**src/rtl/cpu_hazard_pkg.sv**
```systemverilog
// Shared types and constants for the pipeline hazard controller.
package cpu_hazard_pkg;

  typedef enum logic {
    RUN   = 1'b0,
    STALL = 1'b1
  } hz_state_t;

  localparam logic [1:0] FWD_RF  = 2'b00;
  localparam logic [1:0] FWD_WB  = 2'b01;
  localparam logic [1:0] FWD_MEM = 2'b10;

endpackage

```
**src/rtl/hazard_fwd_sel.sv**
```systemverilog
// Per-operand EX forwarding select: MEM result beats WB result, $0 never forwarded.
module hazard_fwd_sel
  import cpu_hazard_pkg::*;
#(
  parameter int unsigned REG_ADDR_W = 5
) (
  input  logic [REG_ADDR_W-1:0] src,
  input  logic [REG_ADDR_W-1:0] mem_rd,
  input  logic                  mem_reg_write,
  input  logic                  mem_mem_to_reg,
  input  logic [REG_ADDR_W-1:0] wb_rd,
  input  logic                  wb_reg_write,
  output logic [1:0]            sel
);

  logic mem_hit;
  logic wb_hit;

  // A load in MEM has no data yet, so it can only be forwarded once in WB.
  assign mem_hit = mem_reg_write && !mem_mem_to_reg && (mem_rd != '0) && (mem_rd == src);
  assign wb_hit  = wb_reg_write && (wb_rd != '0) && (wb_rd == src);

  always_comb begin
    sel = FWD_RF;
    if (mem_hit) begin
      sel = FWD_MEM;
    end else if (wb_hit) begin
      sel = FWD_WB;
    end
  end

endmodule

```
**src/rtl/pipeline_hazard_ctrl.sv**
```systemverilog
// Hazard / sequencing controller for the 5-stage MIPS pipeline.
// Optional perf counters are built when HAZARD_PERF_CNT_EN is defined.
module pipeline_hazard_ctrl
  import cpu_hazard_pkg::*;
#(
  parameter int unsigned LOAD_STALL_CYCLES = 2,
  parameter int unsigned REG_ADDR_W        = 5
) (
  input  logic                  clk,
  input  logic                  arst_n,
  input  logic                  enable,
  input  logic [REG_ADDR_W-1:0] id_rs,
  input  logic [REG_ADDR_W-1:0] id_rt,
  input  logic                  id_uses_rs,
  input  logic                  id_uses_rt,
  input  logic [REG_ADDR_W-1:0] ex_rs,
  input  logic [REG_ADDR_W-1:0] ex_rt,
  input  logic [REG_ADDR_W-1:0] ex_rd,
  input  logic                  ex_reg_write,
  input  logic                  ex_mem_read,
  input  logic [REG_ADDR_W-1:0] mem_rd,
  input  logic                  mem_reg_write,
  input  logic                  mem_mem_to_reg,
  input  logic [REG_ADDR_W-1:0] wb_rd,
  input  logic                  wb_reg_write,
  input  logic                  mem_branch_taken,
  input  logic                  mem_jump,
  output logic                  pc_en,
  output logic                  if_id_en,
  output logic                  if_id_flush,
  output logic                  id_ex_flush,
  output logic                  ex_mem_flush,
  output logic [1:0]            fwd_a_sel,
  output logic [1:0]            fwd_b_sel,
  output logic [31:0]           perf_stall_cnt,
  output logic [31:0]           perf_flush_cnt
);

  localparam logic [1:0] STALL_INIT = 2'(LOAD_STALL_CYCLES - 1);

  hz_state_t  state_q, state_d;
  logic [1:0] cnt_q, cnt_d;
  logic       redirect;
  logic       load_use;
  logic [1:0] sel_a, sel_b;
  logic       unused_ok;

  // ex_reg_write is part of the EX control bundle but a load already implies it.
  assign unused_ok = ex_reg_write;

  assign redirect = mem_branch_taken | mem_jump;
  assign load_use = ex_mem_read && (ex_rd != '0) &&
                    ((id_uses_rs && (ex_rd == id_rs)) || (id_uses_rt && (ex_rd == id_rt)));

  hazard_fwd_sel #(.REG_ADDR_W(REG_ADDR_W)) u_fwd_a (
    .src            (ex_rs),
    .mem_rd         (mem_rd),
    .mem_reg_write  (mem_reg_write),
    .mem_mem_to_reg (mem_mem_to_reg),
    .wb_rd          (wb_rd),
    .wb_reg_write   (wb_reg_write),
    .sel            (sel_a)
  );

  hazard_fwd_sel #(.REG_ADDR_W(REG_ADDR_W)) u_fwd_b (
    .src            (ex_rt),
    .mem_rd         (mem_rd),
    .mem_reg_write  (mem_reg_write),
    .mem_mem_to_reg (mem_mem_to_reg),
    .wb_rd          (wb_rd),
    .wb_reg_write   (wb_reg_write),
    .sel            (sel_b)
  );

  assign fwd_a_sel = arst_n ? sel_a : FWD_RF;
  assign fwd_b_sel = arst_n ? sel_b : FWD_RF;

  always_ff @(posedge clk or negedge arst_n) begin
    if (!arst_n) begin
      state_q <= RUN;
      cnt_q   <= '0;
    end else begin
      state_q <= state_d;
      cnt_q   <= cnt_d;
    end
  end

  always_comb begin
    state_d      = state_q;
    cnt_d        = cnt_q;
    pc_en        = 1'b1;
    if_id_en     = 1'b1;
    if_id_flush  = 1'b0;
    id_ex_flush  = 1'b0;
    ex_mem_flush = 1'b0;
    if (!arst_n) begin
      state_d = RUN;
      cnt_d   = '0;
    end else if (!enable) begin
      pc_en    = 1'b0;
      if_id_en = 1'b0;
    end else if (redirect) begin
      // Wrong-path instructions in IF/ID/EX are squashed, abandoning any stall.
      if_id_flush  = 1'b1;
      id_ex_flush  = 1'b1;
      ex_mem_flush = 1'b1;
      state_d      = RUN;
      cnt_d        = '0;
    end else if (state_q == STALL) begin
      pc_en       = 1'b0;
      if_id_en    = 1'b0;
      id_ex_flush = 1'b1;
      if (cnt_q <= 2'd1) begin
        state_d = RUN;
        cnt_d   = '0;
      end else begin
        cnt_d = cnt_q - 2'd1;
      end
    end else if (load_use) begin
      pc_en       = 1'b0;
      if_id_en    = 1'b0;
      id_ex_flush = 1'b1;
      if (LOAD_STALL_CYCLES > 1) begin
        state_d = STALL;
        cnt_d   = STALL_INIT;
      end
    end
  end

`ifdef HAZARD_PERF_CNT_EN
  logic [31:0] stall_cnt_q;
  logic [31:0] flush_cnt_q;
  logic        stall_bubble;

  assign stall_bubble = ((state_q == STALL) || load_use) && !redirect;

  always_ff @(posedge clk or negedge arst_n) begin
    if (!arst_n) begin
      stall_cnt_q <= '0;
      flush_cnt_q <= '0;
    end else if (enable) begin
      if (stall_bubble && (stall_cnt_q != '1)) begin
        stall_cnt_q <= stall_cnt_q + 32'd1;
      end
      if (redirect && (flush_cnt_q != '1)) begin
        flush_cnt_q <= flush_cnt_q + 32'd1;
      end
    end
  end

  assign perf_stall_cnt = stall_cnt_q;
  assign perf_flush_cnt = flush_cnt_q;
`else
  assign perf_stall_cnt = '0;
  assign perf_flush_cnt = '0;
`endif

endmodule
```
**config.mk**
```make
export PLATFORM = sky130hd
export DESIGN_NAME = pipeline_hazard_ctrl
export DESIGN_NICKNAME = d
export VERILOG_FILES = /design/src/rtl/cpu_hazard_pkg.sv /design/src/rtl/hazard_fwd_sel.sv /design/src/rtl/pipeline_hazard_ctrl.sv
export SDC_FILE = /design/constraint.sdc
export NUM_CORES = 1
export LEC_CHECK = 0
export CAP_MARGIN = 25
export CELL_PAD_IN_SITES_DETAIL_PLACEMENT = 1
export CELL_PAD_IN_SITES_GLOBAL_PLACEMENT = 2
export CORE_MARGIN = 8
export CORE_UTILIZATION = 13
export CTS_CLUSTER_DIAMETER = 40
export CTS_CLUSTER_SIZE = 24
export DETAILED_ROUTE_END_ITERATION = 7
export PLACE_DENSITY = 0.85
export SYNTH_ARGS = -nofsm -noshare
export SYNTH_HDL_FRONTEND = slang
export SYNTH_SLANG_ARGS = --single-unit
```
**constraint.sdc**
```tcl
create_clock -name clk -period 3.1 [get_ports clk]
set_clock_uncertainty 0.15 [all_clocks]
set_input_delay 0.775 -clock clk [delete_from_list [all_inputs] [get_ports clk]]
set_output_delay 0.775 -clock clk [all_outputs]
set_load 0.01 [all_outputs]
```
== Word-level counts from Yosys, hierarchy flattened ==
Cells that the tools add are included.
Word-level totals
  bits in registers: 3
  logic and storage cells: 60
  output and inout port bits: 73
Operators by class
  eq/ne operators: 8
  reduce and logical (&&, ||, !) cells: 17
  muxes and demuxes: 30
  bitwise gates (word level): 1
  add/sub/neg operators: 1
  magnitude comparators: 1
Operators by type and width (number)
  $eq 5x5->1: 6
  $mux 1: 20
  $mux 2: 10
  $reduce_bool 5->1: 3
  $logic_and 1x1->1: 11
  $ne 4x1->1 const B: 1
  $le 2x1->1 const B: 1
  $ne 2x1->1 const B: 1
  $reduce_and 2->1: 1
  $sub 2x1->2 const B: 1
  $logic_not 1->1: 1
  $logic_or 1x1->1: 1
  $or 1x1->1: 1

== Logic depth before layout (Yosys ltp) ==
  depth after elaboration: 9
  mapped depth: 6
  mapped depth without buffers: 5

== By module ==
A second synthesis with hierarchy kept.
Second synthesis, totals
  cell total of the unflattened synthesis: 166
  area total of the unflattened synthesis: 1243.7 µm²
Modules (own cells, without submodules)
  pipeline_hazard_ctrl: area each 905.9 µm², cells an instance 122, instances 1
  hazard_fwd_sel: area each 168.9 µm², cells an instance 22, instances 2

== Least setup slack after synthesis ==
No wires, ideal clock.
  kind: input port to output port
  start: in ex_rd[1]
  end: out pc_en
  setup slack: -116 ps
  arrival time: 2291 ps
  stages: 5
  path buffers: 1
  path through: or4_4 o21a_1 and2_2 o311ai_1 buf_4
Between the ends
  word-level cells in the longest chain between the ends: 9
  elaborated cells between the ends (all ways): 13
  classes of those cells: eq/ne: 2; mux: 5; reduce/logical: 6
Ends and longest elaborated chain
  start: declaration: RTL line pipeline_hazard_ctrl.sv:18  | input logic [REG_ADDR_W-1:0] ex_rd,
  $eq 5x5->1: RTL line pipeline_hazard_ctrl.sv:53  | ((id_uses_rs && (ex_rd == id_rs)) || (id_uses_rt && (ex_rd == id_rt)));
  $logic_and 1x1->1: RTL line pipeline_hazard_ctrl.sv:53
  $logic_or 1x1->1: RTL line pipeline_hazard_ctrl.sv:53
  $logic_and 1x1->1 *: RTL line pipeline_hazard_ctrl.sv:52  | assign load_use = ex_mem_read && (ex_rd != '0) &&
  $mux 1 * (5 in series)
  end: declaration: RTL line pipeline_hazard_ctrl.sv:28  | output logic pc_en,
Every way passes the cells marked *; elsewhere a longest branch is shown, timed or not.

== Worst setup path in the final report ==
  start: in ex_rd[2]
  end: out if_id_en
Between the ends
  word-level cells in the longest chain between the ends: 9
  elaborated cells between the ends (all ways): 13
  classes of those cells: eq/ne: 2; mux: 5; reduce/logical: 6
Ends and longest elaborated chain
  $eq 5x5->1: RTL line pipeline_hazard_ctrl.sv:53
  $logic_and 1x1->1: RTL line pipeline_hazard_ctrl.sv:53
  $logic_or 1x1->1: RTL line pipeline_hazard_ctrl.sv:53
  $logic_and 1x1->1 *: RTL line pipeline_hazard_ctrl.sv:52
  $mux 1 *: RTL line pipeline_hazard_ctrl.sv:119  | end else if (load_use) begin
  $mux 1 *: RTL line pipeline_hazard_ctrl.sv:109  | end else if (state_q == STALL) begin
  $mux 1 *: RTL line pipeline_hazard_ctrl.sv:102  | end else if (redirect) begin
  $mux 1 *: RTL line pipeline_hazard_ctrl.sv:99  | end else if (!enable) begin
  $mux 1 *: RTL line pipeline_hazard_ctrl.sv:96  | if (!arst_n) begin
  end: declaration: RTL line pipeline_hazard_ctrl.sv:29  | output logic if_id_en,
Marked as above.

==> results.md <==
| Stage | Metric | This run |
|---|---|---|
| clocking | TritonCTS buffer count | 3 |
| sta | Worst hold margin | 445 ps |
| power | Clock share of power | 31.2% |
| logic synthesis | Synth unique cells | 31 |
| logic synthesis | Mapped cell area | 1150 um2 |
| place | Routability congestion estimate | 0.766 |
| drt | Total wirelength of the detailed-routed design | 4220 um |
| finish | Relative area change from synthesis to final layout | 66.4% |
| drt | Antenna Violating Nets Remaining | 0 |
| sta | Timing-limited maximum frequency | 0.325 GHz |
| power | PwrDens | 190 nW/um2 |
| drt | Total routed wire length on the met1 layer | 1600 um |
| finish | Count of filler cells inserted in the layout | 1085 |
| drt | Number of search-and-repair iterations in the first detailed-routing pass | 2 |
| die | Area inside the core boundary | 8680 um2 |
| sta | Final total negative setup slack | 0 ps |
| sta | Max Slew Vio Count | 0 |
| global routing | Total overflow reported by the global router | 0 |
| sta | Number of setup violations in the final report | 0 |
| die | Vertical die dimension | 110 um |
| clocking | H-Tree Level Count | 1 |
| power | Part of the total power dissipated in sequential elements | 11.2% |
| global routing | Total Routing Usage GR | 6.30% |
| drt | Highest metal layer with signal wires | met4 |
| drt | Wire length on met2 | 2120 um |
| finish | Commonest non-fill, non-tap cells in the layout | 64 x sky130_fd_sc_hd__conb_1, 25 x sky130_fd_sc_hd__buf_4, 14 x sky130_fd_sc_hd__xor2_1, 14 x sky130_fd_sc_hd__dlygate4sd2_1 |
| finish | Leading cell type in the layout, fill and taps excluded | sky130_fd_sc_hd__conb_1 |
| drt | Avg WL per Cell | 12.3 um |
| worst setup path | Arrival time of the worst setup path | 2150 ps |
| logic synthesis | Gate count of the mapped netlist | 152 |
| worst setup path | Worst-path cell chain | buf_6, or4_4, o21a_1, and2_4, o311ai_4, buf_2 |
| clocking | CTS root buf | sky130_fd_sc_hd__clkbuf_8 |
| place | PortBufs | 54 |
| drt | Amount of wire on met3 after detailed routing | 447 um |
| logic synthesis | Count of synthesis-stage warnings from yosys | 0 |
| worst setup path | Type of the worst setup path | input pin to output port |
| die | Effective utilization at floorplan | 13.3% |
| global routing | Global-route wire length before repair | 6040 um |
| finish | Number of nets in the layout | 282 |
| sta | Final min period | 3070 ps |
| logic synthesis | Synthesized area per cell | 7.58 um2 |
| power | Internal Power | 0.226 mW |
| clocking | Buffer depth of the longest clock path | 2 |
| die | Ports | 120 |
| drt | Number of vias after detailed routing | 1134 |
| worst setup path | Sort of element at the start of the critical path | input pin |
| logic synthesis | Synthesis-stage register bit count | 3 |
| worst setup path | Nature of the critical path endpoint | output port |
| worst setup path | Crit path max-delay family | simple AND/OR/NAND/NOR gates |
| die | Die area | 12100 um2 |
| clocking | Clock transition time at the flip-flop clock pins of the worst setup and hold paths | 30 ps |
| finish | Proportion of layout cells with a drive suffix above 1 | 29.9% |
| global routing | Number of antenna violations at the first check in global routing | 0 |
| power | Switch share | 37.9% |
| worst setup path | Required time worst endpoint | 2170 ps |
| die | Row cnt | 34 |
| sta | Post-route fraction of the period consumed by the critical path | 99.2% |
| place | HPWL after DPL | 3710 um |
| hold path | Path category of the worst min-delay check | flop to flop |
| global routing | Vias in the first global route | 1303 |
| sta | Total count of hold-check failures in the final report | 0 |
| drt | Iter 0 DRT Violations | 3 |
| logic synthesis | Post-synthesis sequential area ratio | 6.51% |
| sta | Setup repair after global routing missed its margin | true |
| die | Die Wd | 110 um |
| global routing | Largest net degree at the start of global routing | 13 |
| worst setup path | Crit path largest cell delay | 550 ps |
| worst setup path | CP bufs+invs | 2 |
| flow run | Max-Cap Viols | 0 |
| drt | Drc violations | 0 |
| finish | Post-route core utilization | 22.1% |
| drt | Detailed-route vias per instance | 3.32 |
| clocking | CTS tree | built |
| power | Comb power frac | 57.6% |
| finish | Antenna diode count | 0 |
| worst setup path | Crit Path Max Fanout | 2 |
| worst setup path | Critical path's slowest cell | sky130_fd_sc_hd__or4_4 |
| clocking | Clock insertion delay at the later pin of the skew report | 220 ps |
| status | Result of the run | finished clean |
| power | Power after layout | 0.364 mW |
| power | P_sw | 0.138 mW |
| power | IR Drop Worst-Case VDD | 99.1 uV |
| clocking | Number of sinks driven by the clock tree | 3 |
| power | Leakage dissipation | 0.992 nW |
## worst reg2reg max path: stages, from the launching register on
cell and delay [ps]:
sky130_fd_sc_hd__dfrtp_1 450, sky130_fd_sc_hd__inv_1 110, sky130_fd_sc_hd__o2111a_1 250, sky130_fd_sc_hd__mux2_4 250, sky130_fd_sc_hd__a211o_1 270
## what timing repair did
| item | in CTS | in global routing |
|---|---|---|
| hold buffers | 0 | 0 |
| setup buffers | 3 | 3 |
| pin swaps | 22 | 16 |
| resized for setup | 103 | 32 |
| setup endpoints to repair | 9 | 9 |
## power by group through the flow
stage               Clock (mW)  Combinational (mW)  Sequential (mW)
floorplan                    0               0.144           0.0410
global route             0.122               0.230           0.0409
CTS                      0.118               0.199           0.0408
finish                   0.114               0.209           0.0408
detailed placement           0               0.196           0.0412
global placement             0               0.192           0.0412
## flip-flops by register name, indices dropped and copies added (netlist names)
register,cells
state_q,1
cnt_q,2
## routing by layer
metal	vias up	track usage (%)
met2	71	11.4
met4	0	2.28
met5	-	0
li1	545	-
met3	4	1.86
met1	514	6.77
## synth_stat cells (all sizes together)
cell type   n  area share [%]
buf        66              43
xnor2      16              12
xor2       14              11
nand2       8             2.6
or4         5             3.6
and2        4             2.3
nor4        4             2.2
o21ai       4             1.7
dfrtp       3             6.5
nand3       3             1.3
nor2        3            0.98
a21oi       2            0.87
inv         2            0.65
nand4       2             1.1
nor2b       2             1.1
o22ai       2             1.1
a211o       1            0.76
a31oi       1            0.54
clkbuf      1            0.33
conb        1            0.33
mux2        1             1.3
nor3        1            0.43
o2111a      1            0.98
o2111ai     1            0.76
o211ai      1            0.65
o21a        1            0.65
o311ai      1            0.76
o32ai       1            0.76
## path summary, 6_finish.rpt
path / slack [ps] / start / to / cells past startpoint
setup / recovery: 30 / ex_rd[2] / if_id_en / 6
hold / removal: 440 / cnt_q[1] / cnt_q[1] / 2
setup reg to reg: 1490 / state_q / cnt_q[0] / 4
hold reg to reg: 440 / cnt_q[1] / cnt_q[1] / 2
max in group asynchronous: 2190 / arst_n / cnt_q[0] / 2
min in group asynchronous: 490 / arst_n / state_q / 2
## final cells by class
class	count	area [um2]	share of cell area [%]
repair buffers	82	693	36.1
multi-input cells	143	962	50.2
well taps	108	135	7.05
flip-flops and latches	3	75.1	3.91
clock buffers	4	45.0	2.35
inverters	2	7.51	0.391
## per-stage QoR
step	instances	worst slack, ps	area, um2
after global routing	342	-18.0	1920
final	342	25.5	1920
after CTS	340	-79.9	1840
after detailed placement	334	-829	1750
after global placement	334	-811	1750
after floorplan	215	11.8	1400
## cells by family (layout without fill, tap and decap cells)
group	count (synthesis)	after routing	share of synthesized area, %
simple gates	32	32	15.5
xor+xnor	30	30	22.8
buf+inv	69	88	44.0
mux	1	1	1.30
compound gates	16	16	9.56
other cells	1	64	0.325
flops	3	3	6.51
No activity file was read; power rests on OpenSTA's default activity.
